**src/rtl/vehicle_guard_ctrl.sv**
```systemverilog
// Vehicle guard: per-core thermal shut-off with debounce/cool-down plus a fuel-qualified trip FSM.
// Optional THERMAL_STOP_EN: any core shut-off also suppresses keep_driving while in DRIVE.
module vehicle_guard_ctrl #(
  parameter int unsigned NCPU    = 4,
  parameter int unsigned DEB     = 3,
  parameter int unsigned COOL    = 8,
  parameter int unsigned CW      = 4,
  parameter int unsigned FUEL_W  = 8,
  parameter int unsigned RESERVE = 16
) (
  input  logic              clk,
  input  logic              reset,
  input  logic [NCPU-1:0]   cpu_overheated,
  input  logic              arrived,
  input  logic [FUEL_W-1:0] fuel_level,
  input  logic              start,
  output logic [NCPU-1:0]   shut_off_computer,
  output logic              any_shutoff,
  output logic              keep_driving,
  output logic [1:0]        trip_state,
  output logic              stranded
);

  typedef enum logic [1:0] {
    IDLE     = 2'b00,
    DRIVE    = 2'b01,
    DONE     = 2'b10,
    STRANDED = 2'b11
  } trip_e;

  localparam logic [CW-1:0]     DEB_LAST  = CW'(DEB - 1);
  localparam logic [CW-1:0]     COOL_LAST = CW'(COOL - 1);
  localparam logic [FUEL_W-1:0] RES_LVL   = FUEL_W'(RESERVE);

  logic [NCPU-1:0][CW-1:0] hot_cnt_q, hot_cnt_d;
  logic [NCPU-1:0][CW-1:0] cool_cnt_q, cool_cnt_d;
  logic [NCPU-1:0]         shut_q, shut_d;
  trip_e                   state_q, state_d;
  logic                    any_q, any_d;
  logic                    keep_q, keep_d;
  logic                    stranded_q, stranded_d;
  logic                    fuel_ok;

  // Per-core debounce: hot counter while running, cool counter while shut off.
  always_comb begin
    hot_cnt_d  = hot_cnt_q;
    cool_cnt_d = cool_cnt_q;
    shut_d     = shut_q;
    for (int i = 0; i < int'(NCPU); i++) begin
      if (!shut_q[i]) begin
        cool_cnt_d[i] = '0;
        if (!cpu_overheated[i]) begin
          hot_cnt_d[i] = '0;
        end else if (hot_cnt_q[i] >= DEB_LAST) begin
          shut_d[i]    = 1'b1;
          hot_cnt_d[i] = '0;
        end else begin
          hot_cnt_d[i] = hot_cnt_q[i] + CW'(1);
        end
      end else begin
        hot_cnt_d[i] = '0;
        if (cpu_overheated[i]) begin
          cool_cnt_d[i] = '0;
        end else if (cool_cnt_q[i] >= COOL_LAST) begin
          shut_d[i]     = 1'b0;
          cool_cnt_d[i] = '0;
        end else begin
          cool_cnt_d[i] = cool_cnt_q[i] + CW'(1);
        end
      end
    end
  end

  assign fuel_ok = (fuel_level > RES_LVL);

  // Trip FSM next state and registered-output next values.
  always_comb begin
    state_d = state_q;
    unique case (state_q)
      IDLE:     if (start && !arrived && fuel_ok) state_d = DRIVE;
      DRIVE:    if (arrived) state_d = DONE;
                else if (!fuel_ok) state_d = STRANDED;
      DONE:     if (!arrived) state_d = IDLE;
      STRANDED: if (fuel_ok) state_d = IDLE;
      default:  state_d = IDLE;
    endcase
    any_d      = |shut_d;
    stranded_d = (state_d == STRANDED);
`ifdef THERMAL_STOP_EN
    keep_d     = (state_d == DRIVE) && !any_d;
`else
    keep_d     = (state_d == DRIVE);
`endif
  end

  always_ff @(posedge clk) begin
    if (reset) begin
      hot_cnt_q  <= '0;
      cool_cnt_q <= '0;
      shut_q     <= '0;
      state_q    <= IDLE;
      any_q      <= 1'b0;
      keep_q     <= 1'b0;
      stranded_q <= 1'b0;
    end else begin
      hot_cnt_q  <= hot_cnt_d;
      cool_cnt_q <= cool_cnt_d;
      shut_q     <= shut_d;
      state_q    <= state_d;
      any_q      <= any_d;
      keep_q     <= keep_d;
      stranded_q <= stranded_d;
    end
  end

  assign shut_off_computer = shut_q;
  assign any_shutoff       = any_q;
  assign keep_driving      = keep_q;
  assign trip_state        = state_q;
  assign stranded          = stranded_q;

endmodule
```
**config.mk**
```make
export PLATFORM = sky130hd
export DESIGN_NAME = vehicle_guard_ctrl
export DESIGN_NICKNAME = d
export VERILOG_FILES = /design/src/rtl/vehicle_guard_ctrl.sv
export SDC_FILE = /design/constraint.sdc
export NUM_CORES = 1
export LEC_CHECK = 0
export ABC_AREA = 0
export BUFFER_PORTS_ARGS = -buffer_cell sky130_fd_sc_hd__buf_2
export CAP_MARGIN = 10
export CORE_MARGIN = 5
export CORE_UTILIZATION = 55
export DETAILED_ROUTE_END_ITERATION = 16
export HOLD_SLACK_MARGIN = 0.02
export PLACE_DENSITY_LB_ADDON = 0.2
export SETUP_SLACK_MARGIN = 0.15
export SLEW_MARGIN = 20
export SYNTH_ARGS = -nofsm -noshare
export SYNTH_HDL_FRONTEND = slang
export SYNTH_SLANG_ARGS = --single-unit
```
**constraint.sdc**
```tcl
create_clock -name clk -period 2.45 [get_ports clk]
set_input_delay 0.49 -clock clk [delete_from_list [all_inputs] [get_ports clk]]
set_output_delay 0.49 -clock clk [all_outputs]
set_load 0.1 [all_outputs]
```
* Word level (Yosys, flattened, before mapping)
Index checks and enable logic that the tools add are counted.
** Storage, ports and cells
- Flip-flop bits (word level) :: 41
- Bits of input ports :: 16
- Output and inout port bits :: 9
- Word-level logic and storage cells :: 82
** Operators by class
- Add/sub/neg operators :: 8
- Magnitude comparators :: 9
- Equality and inequality tests :: 5
- Mux-type cells :: 26
- Bitwise operators :: 8
- Reductions and logical operators :: 13
** Operator list (count)
- 4-bit OR reduction :: 9
- 4-bit by 1-bit adder with 4-bit output (second input constant) :: 8
- 1-bit two-way mux :: 20
- 4-bit by 2-bit greater-or-equal comparator with 1-bit output (second input constant) :: 4
- 4-bit by 3-bit greater-or-equal comparator with 1-bit output (second input constant) :: 4
- 2-bit two-way mux :: 5
- 8-bit by 5-bit greater-than comparator with 1-bit output (second input constant) :: 1
- 1-bit NOT :: 8
- 2-bit case mux with 4 select lines :: 1
- 2-bit == test (second input constant) :: 3
- 2-bit by 1-bit == test with 1-bit output (second input constant) :: 2
- 1-bit logical AND :: 2
- 2-bit logical NOT :: 1
- 1-bit logical NOT :: 1

* Depth between registers and ports, before layout
Gate-level depths: netlist of the first run.
- Depth after elaboration :: 6
- Mapped depth :: 5
- Depth with buffers taken out :: 5

* Worst setup path after synthesis of the first run
Ideal clock, no wire load.
- Path type :: flip-flop to flip-flop
- Start :: register shut_q[2], in the netlist shut_off_computer[2]
- End :: register cool_cnt_q[10] (netlist name)
- Library setup time :: 0.064 ns
- Arrival time :: 1.548 ns
- Data required time :: 2.386 ns
- Setup slack :: 0.838 ns
- Stages on the path, launching flop included :: 4
- Path buffers :: 0
- Period minus slack after synthesis :: 1.612 ns
- Cell sequence :: dfxtp_1 > nor4b_1 > nand2_1 > nor2_1
** Between the ends
- Word-level cells in the longest chain between the ends :: 2
** RTL lines
- from (decl) :: RTL line 37 : logic [NCPU-1:0] shut_q, shut_d;
- from (signal assigned) :: RTL line 108 : shut_q <= shut_d;
- 1-bit NOT (no source line)
- 4-bit OR reduction (no source line)
- to (signal assigned) :: RTL line 107 : cool_cnt_q <= cool_cnt_d;
- to (decl) :: RTL line 36 : logic [NCPU-1:0][CW-1:0] cool_cnt_q, cool_cnt_d;
No other way between the ends.
A chain may end at the register's enable or synchronous reset.

* Worst setup path after layout of the first run
- Start :: register state_q[0], in the netlist trip_state[0]
- End :: output port trip_state[0]
** RTL lines
- from (decl) :: RTL line 38 : trip_e state_q, state_d;
- from (signal assigned) :: RTL line 109 : state_q <= state_d;
- to (decl) :: RTL line 20 : output logic [1:0] trip_state,
No word-level cell between the ends.

==> results of run 1 <==
[how the worst max path moves through the flow]
stage          slack, ps              to
3_5_place_dp         890     any_shutoff
4_1_cts              710   trip_state[0]
3_3_place_gp         880     any_shutoff
6_report             720   trip_state[0]
5_1_grt              660   trip_state[0]
2_1_floorplan        840  cool_cnt_q[10]
[registers in the layout, summed over array words and instances (netlist names)]
name / flops
hot_cnt_q: 16
any_shutoff: 1
stranded: 1
shut_off_computer: 4
cool_cnt_q: 16
trip_state: 2
keep_driving: 1
[cells in the final DEF, fill, tap and decap left out, drive strengths merged, types with 5 or more instances in the layout]
cell type / count
dfxtp: 41
nor2: 33
buf: 24
nand2: 13
ha: 12
inv: 9
nor4b: 8
clkbuf: 7
nor3: 5
a311oi: 5
[area by class of cell]
type	count	area (sq um)
clock buffers	7	55.1
fillers	228	968
inverters	9	33.8
multi-input cells	111	744
flip-flops and latches	41	821
well taps	31	38.8
repair buffers	24	120
[worst reg2reg max path, delay by kind of cell, from the launching register on]
kind / cells / cell delay, ps
buffers and inverters: 1 / 50
AO/OA/AOI/OAI: 3 / 830
flip-flops: 1 / 370
adder cells (fa/ha/maj): 1 / 200
[through the flow]
stage	hold WS, ps	cell area [sq um]	power, mW	setup slack (ps)
finish	451	1810	1.18	722
global route	477	1810	1.24	663
CTS	453	1810	1.20	709
detailed placement	437	1760	0.872	887
global placement	429	1760	0.867	883
floorplan	417	1610	0.833	838
[cell families (layout without fill, tap and decap cells)]
| kind of cell | count (synthesis) | after routing | share of synthesized area, % |
|---|---|---|---|
| adders and majority gates | 12 | 12 | 9.40 |
| xor gates and xnor gates | 4 | 4 | 2.19 |
| and+or+nand+nor | 71 | 71 | 22.2 |
| other | 1 | 4 | 0.235 |
| AOI/OAI and AO/OA | 20 | 20 | 11.9 |
| buffers and inverters | 11 | 40 | 2.74 |
| DFF | 41 | 41 | 51.4 |
[metal layers]
layer,track usage (%),routed length (um),vias to the layer above
met5,0,0,-
met4,6.23,34,0
met3,4.20,87,5
met2,26.1,1400,12
met1,14.9,1090,555
li1,-,-,615
[report_power, final]
| group | leakage (nW) | total, mW | switching, mW | internal (mW) |
|---|---|---|---|---|
| clock network | 0.0314 | 0.327 | 0.191 | 0.136 |
| logic | 0.412 | 0.153 | 0.111 | 0.0414 |
| registers | 0.334 | 0.703 | 0.0171 | 0.686 |
==> impl_results.md, run 1 <==
- Critical Path Source: trip_state[0]
- Total Wirelength: 2.61 mm
- Clock Tree Root: clkbuf_4
- Syn Inst Count: between 150 and 200
- Crit-path slowest cell: buf_2
- CTS clk-pin slew, worst paths: roughly 100 ps
- Number of antenna-violating nets in the routed design: 0
- I/O pin count: 25
- Mean Syn Cell Area: roughly 10 sq um
- Final Cycle Share: between 70% and 80%
- Post_cts resized: 0
- Total CTS buffers: 5
- Die area: 4080 sq um
- Post-synthesis async set-or-reset flop share: 0%
- FF+latch count, synth: 41
- Insertion delay of the later-clocked pin in the worst-skew pair: between 300 and 400 ps
- First drt pass iteration count: 4
- Hold buffers post-CTS: 0
- DRC viols: 0
- Wire per inst: between 10 and 15 um
- Post-DR vias/cell: 5.32
- Max Clk Rate: approximately 580 MHz
- Setup_tns: 0 ps
- Slew Viols, Final: 0
- Reg-to-Reg End: any_shutoff
- Drt initial violations: 41
- PwrDens: between 600 and 700 nW/um^2
- CP Depth: 1
- Req. time, crit path: 1960 ps
- CP bufs+invs: 1
- Pleak: around 0.78 nW
- Finished Layout Cells: roughly 220
- Vert. Die Dim: 63.9 um
- RSZ-0062 raised after global routing: false
- Die Span X: approximately 64 um
- Crit. End Element: output pin
- Commonest cells post-synth: dfxtp_1, nor2_1, ha_1, nand2_1, inv_1
- CP cell instances: buf_2
- First-pass GRT wire length: approximately 4.7 mm
- Post-synth cell types: 29
- Final setup fails: 0
- Port-buffer cells: 24
- Vias in the first global route: roughly 1,200
- Hold Crit Depth: 1
- R2R Setup Slk: about 870 ps
- EDFF count, synth: 0
- Worst R2R Start: hot_cnt_q[4]
- TritonCTS clock tree: yes
- Largest net degree at the start of global routing: 18
- Setup crit start kind: flop
- Global route overflow: 0
- Critical path class: flop to output pin
- Crit path largest cell delay: 470 ps
- Peak supply drop: ~0.00064 V
- Dpl cells: roughly 220
- Count leader, synth: dfxtp_1
- Synth Cell Area: about 1600 sq um
- Fin util: 65.2%
- Total GRT Usage: 14.3%
- Clock skew: 6.85 ps
- Top cells by area, synth: dfxtp_1, ha_1, nor2_1, nor4b_1, nand2_1
- Core Footprint: around 2800 sq um
- Tmin final: between 1500 and 2000 ps
- Hold/Removal Path Class: flop to flop
- Yosys top cell by area: dfxtp_1
- Outcome: finished clean
- Crit path DAT: between 1000 and 1500 ps
- Most used DFF post-synth: dfxtp_1
- Hold Path End: cool_cnt_q[12]
- R2r worst-path depth: 5
- GPL Wtd Cong: 0.707
- Row count: 19
- Register area share after synthesis: around half
- H-tree depth: 2
- Share of layout cells above drive strength 1: between 15 and 20%
- Clock sink total: approximately 40
- Max-Cap Viols: 0
- Share of the synthesized area in the top cell type: around half
- Maximum buffer depth of the clock tree: 2
- Initial antenna violation count: 0
- Final Hold Fails: 0
- Worst Path Max Fanout: 7
- Top delay family on crit path: buffers and inverters
- Area growth, synth to finish: 13.5%
- N_diodes: 0
- Nets: between 200 and 250
- Post-CTS setup buffers: 0
- DR vias: around 1,200
- Final HPWL DP: between 2 and 2.5 mm
- Hold_sp: cool_cnt_q[12]
- Syn. warnings: 0
- Initial Util: between 50% and 60%
Note: power is estimated with default switching activity, not from simulation.
==> run 2: changes to the inputs <==
--- a/config.mk
+++ b/config.mk
@@ -9,7 +9,7 @@
 export BUFFER_PORTS_ARGS = -buffer_cell sky130_fd_sc_hd__buf_2
 export CAP_MARGIN = 10
 export CORE_MARGIN = 5
-export CORE_UTILIZATION = 55
+export CORE_UTILIZATION = 54
 export DETAILED_ROUTE_END_ITERATION = 16
 export HOLD_SLACK_MARGIN = 0.02
 export PLACE_DENSITY_LB_ADDON = 0.2
==> constraint.sdc (replaced) <==
create_clock -name clk -period 1.75 [get_ports clk]
set_input_delay 0.35 -clock clk [delete_from_list [all_inputs] [get_ports clk]]
set_output_delay 0.35 -clock clk [all_outputs]
set_load 0.1 [all_outputs]
==> run 2 against run 1 <==
Effect of this change: design area rose by 1.4%; critical endpoint is now shut_off_computer[1]; first-iteration DRC count up 34%; die area grew 1.6%; count of clock-buffer cells in the layout unchanged; cell count unchanged; critical path depth is the same; via count up 0.59%; combinational power grew 44%; clock skew is 1.2 ps lower; sequential share of layout area decreased by 0.51 points.
==> impl_results.md, run 2 (synthesis gave the netlist of run 1 again) <==
- Post-DR vias/cell: 5.35 (was 5.32)
- DR vias: 1,194 (was 1,187)
- Commonest non-fill, non-tap cell in the layout: dfxtp_1 (unchanged)
- Hold/Removal Path Class: input pin to flop (was flop to flop)
- Crit path largest cell delay: 460 ps (was 470 ps)
- H-tree depth: 2 (unchanged)
- Maximum buffer depth of the clock tree: 2 (unchanged)
- Largest net degree at the start of global routing: 18 (unchanged)
- Slew Viols, Final: 0 (unchanged)
- First drt pass iteration count: 4 (unchanged)
- Initial antenna violation count: 0 (unchanged)
- Post_cts resized: 0 (unchanged)
- Met3 GRT Util: 4.55% (was 4.20%)
- Total CTS buffers: 5 (unchanged)
- N_diodes: 0 (unchanged)
- Worst Path Max Fanout: 5 (was 7)
- Total Wirelength: 2.59 mm (was 2.61 mm)
- TritonCTS clock tree: yes (unchanged)
- CP cell instances: buf_2 (unchanged)
- Drt initial violations: 55 (was 41)
- Top delay family on crit path: buffers and inverters (unchanged)
- Final HPWL DP: 2.05 mm (was 2.08 mm)
- Die area: 4150 sq um (was 4080 sq um)
- CTS clk-pin slew, worst paths: 110 ps (was 100 ps)
- GRT Max-Usage Layer: met2 (unchanged)
- Share of layout cells above drive strength 1: 20.3% (was 17.7%)
- Setup_tns: 0 ps (unchanged)
- PwrDens: 905 nW/um^2 (was 652 nW/um^2)
- Die Span X: 64.4 um (was 63.9 um)
- Outcome: finished clean (unchanged)
- Met1 Use GR: 13.7% (was 14.9%)
- GPL Wtd Cong: 0.776 (was 0.707)
- DRC viols: 0 (unchanged)
- Pleak: 0.782 nW (was 0.778 nW)
- Crit path DAT: 1230 ps (was 1240 ps)
- Core Footprint: 2810 sq um (was 2780 sq um)
- Fin util: 65.6% (was 65.2%)
- Final Cycle Share: 90.1%
- Clock Tree Root: clkbuf_4 (unchanged)
- Final setup fails: 0 (unchanged)
- Hold buffers post-CTS: 0 (unchanged)
- Max-Cap Viols: 0 (unchanged)
- Max Clk Rate: around 630 MHz
- Vias in the first global route: 1,180 (was 1,187)
- Row count: 19 (unchanged)
- GRT met2 Usage: 25.3% (was 26.1%)
- Port-buffer cells: 24 (unchanged)
- Crit. End Element: output pin (unchanged)
- Vert. Die Dim: 64.4 um (was 63.9 um)
- Crit-path slowest cell: buf_2 (unchanged)
- Clock sink total: 41 (unchanged)
- Tmin final: between 1500 and 2000 ps
- First-pass GRT wire length: 4.55 mm (was 4.69 mm)
- Area growth, synth to finish: 15.1% (was 13.5%)
- Initial Util: 57.0% (was 57.4%)
- I/O pin count: 25 (unchanged)
- Clock skew: 5.64 ps (was 6.85 ps)
- CP bufs+invs: 1 (unchanged)
- Critical path class: flop to output pin (unchanged)
- Nets: 220 (unchanged)
- Setup crit start kind: flop (unchanged)
- Post-CTS setup buffers: 0 (unchanged)
- Peak supply drop: 0.000557 V (was 0.000640 V)
- Number of antenna-violating nets in the routed design: 0 (unchanged)
- Commonest cells after routing, fill and taps aside: dfxtp_1, nor2_1, buf_2, nand2_1, ha_1 (unchanged)
- Insertion delay of the later-clocked pin in the worst-skew pair: 330 ps (about the same)
- Wire per inst: 11.6 um (was 11.7 um)
- Final Hold Fails: 0 (unchanged)
- Total GRT Usage: 13.7% (was 14.3%)
- Req. time, crit path: 1400 ps (was 1960 ps)
- Global route overflow: 0 (unchanged)
- RSZ-0062 raised after global routing: true (was false)
- Overall Power: 1.66 mW (was 1.18 mW)
-- run 2: cell types whose count changed in the layout (fill, tap and decap cells not counted), sizes merged --
| cell | before | now |
|---|---|---|
| buf | 24 | 22 |
| clkbuf | 7 | 9 |
-- run 2: worst register-to-register path: cells and delay by family (launching register included) --
kind	cells	cell delay [ps]
compound gates	3	730
flops	1	370
fa+ha+maj	1	210
buf+inv	1	60
-- run 2: cell type report --
class | instances | area (sq um)
Timing Repair Buffer | 24 | 125
Multi-Input combinational cell | 111 | 763
Tap cell | 31 | 38.8
Inverter | 9 | 33.8
Clock buffer | 7 | 55.1
Sequential cell | 41 | 823
Fill cell | 244 | 966
-- run 2: final timing paths --
check                       startpoint                    to  slack, ps  depth (start not counted)
setup / recovery  shut_off_computer[1]  shut_off_computer[1]        170                          1
hold / removal                 arrived          keep_driving        350                          4
setup reg to reg         hot_cnt_q[12]           any_shutoff        250                          5
hold reg to reg          cool_cnt_q[8]         cool_cnt_q[8]        450                          1
-- run 2: layer usage --
metal | share of wire (%) | up-vias
li1 | - | 616
met4 | 1.8 | 0
met1 | 41 | 552
met5 | 0 | -
met3 | 4.8 | 7
met2 | 52 | 19
-- run 2: power breakdown --
group	internal [mW]	total (mW)	leakage [nW]	switching, mW
logic	0.0632	0.220	0.416	0.157
registers	0.961	0.985	0.335	0.0246
clock network	0.190	0.458	0.0314	0.268
-- run 2: stage by stage --
stage          cell area [sq um]  setup slack (ps)  instances  hold WS, ps
3_5_place_dp                1760               200        216          435
2_1_floorplan               1610               153        163          417
6_report                    1840               173        223          350
3_3_place_gp                1760               254        216          427
5_1_grt                     1840               137        223          360
4_1_cts                     1820               160        223          344
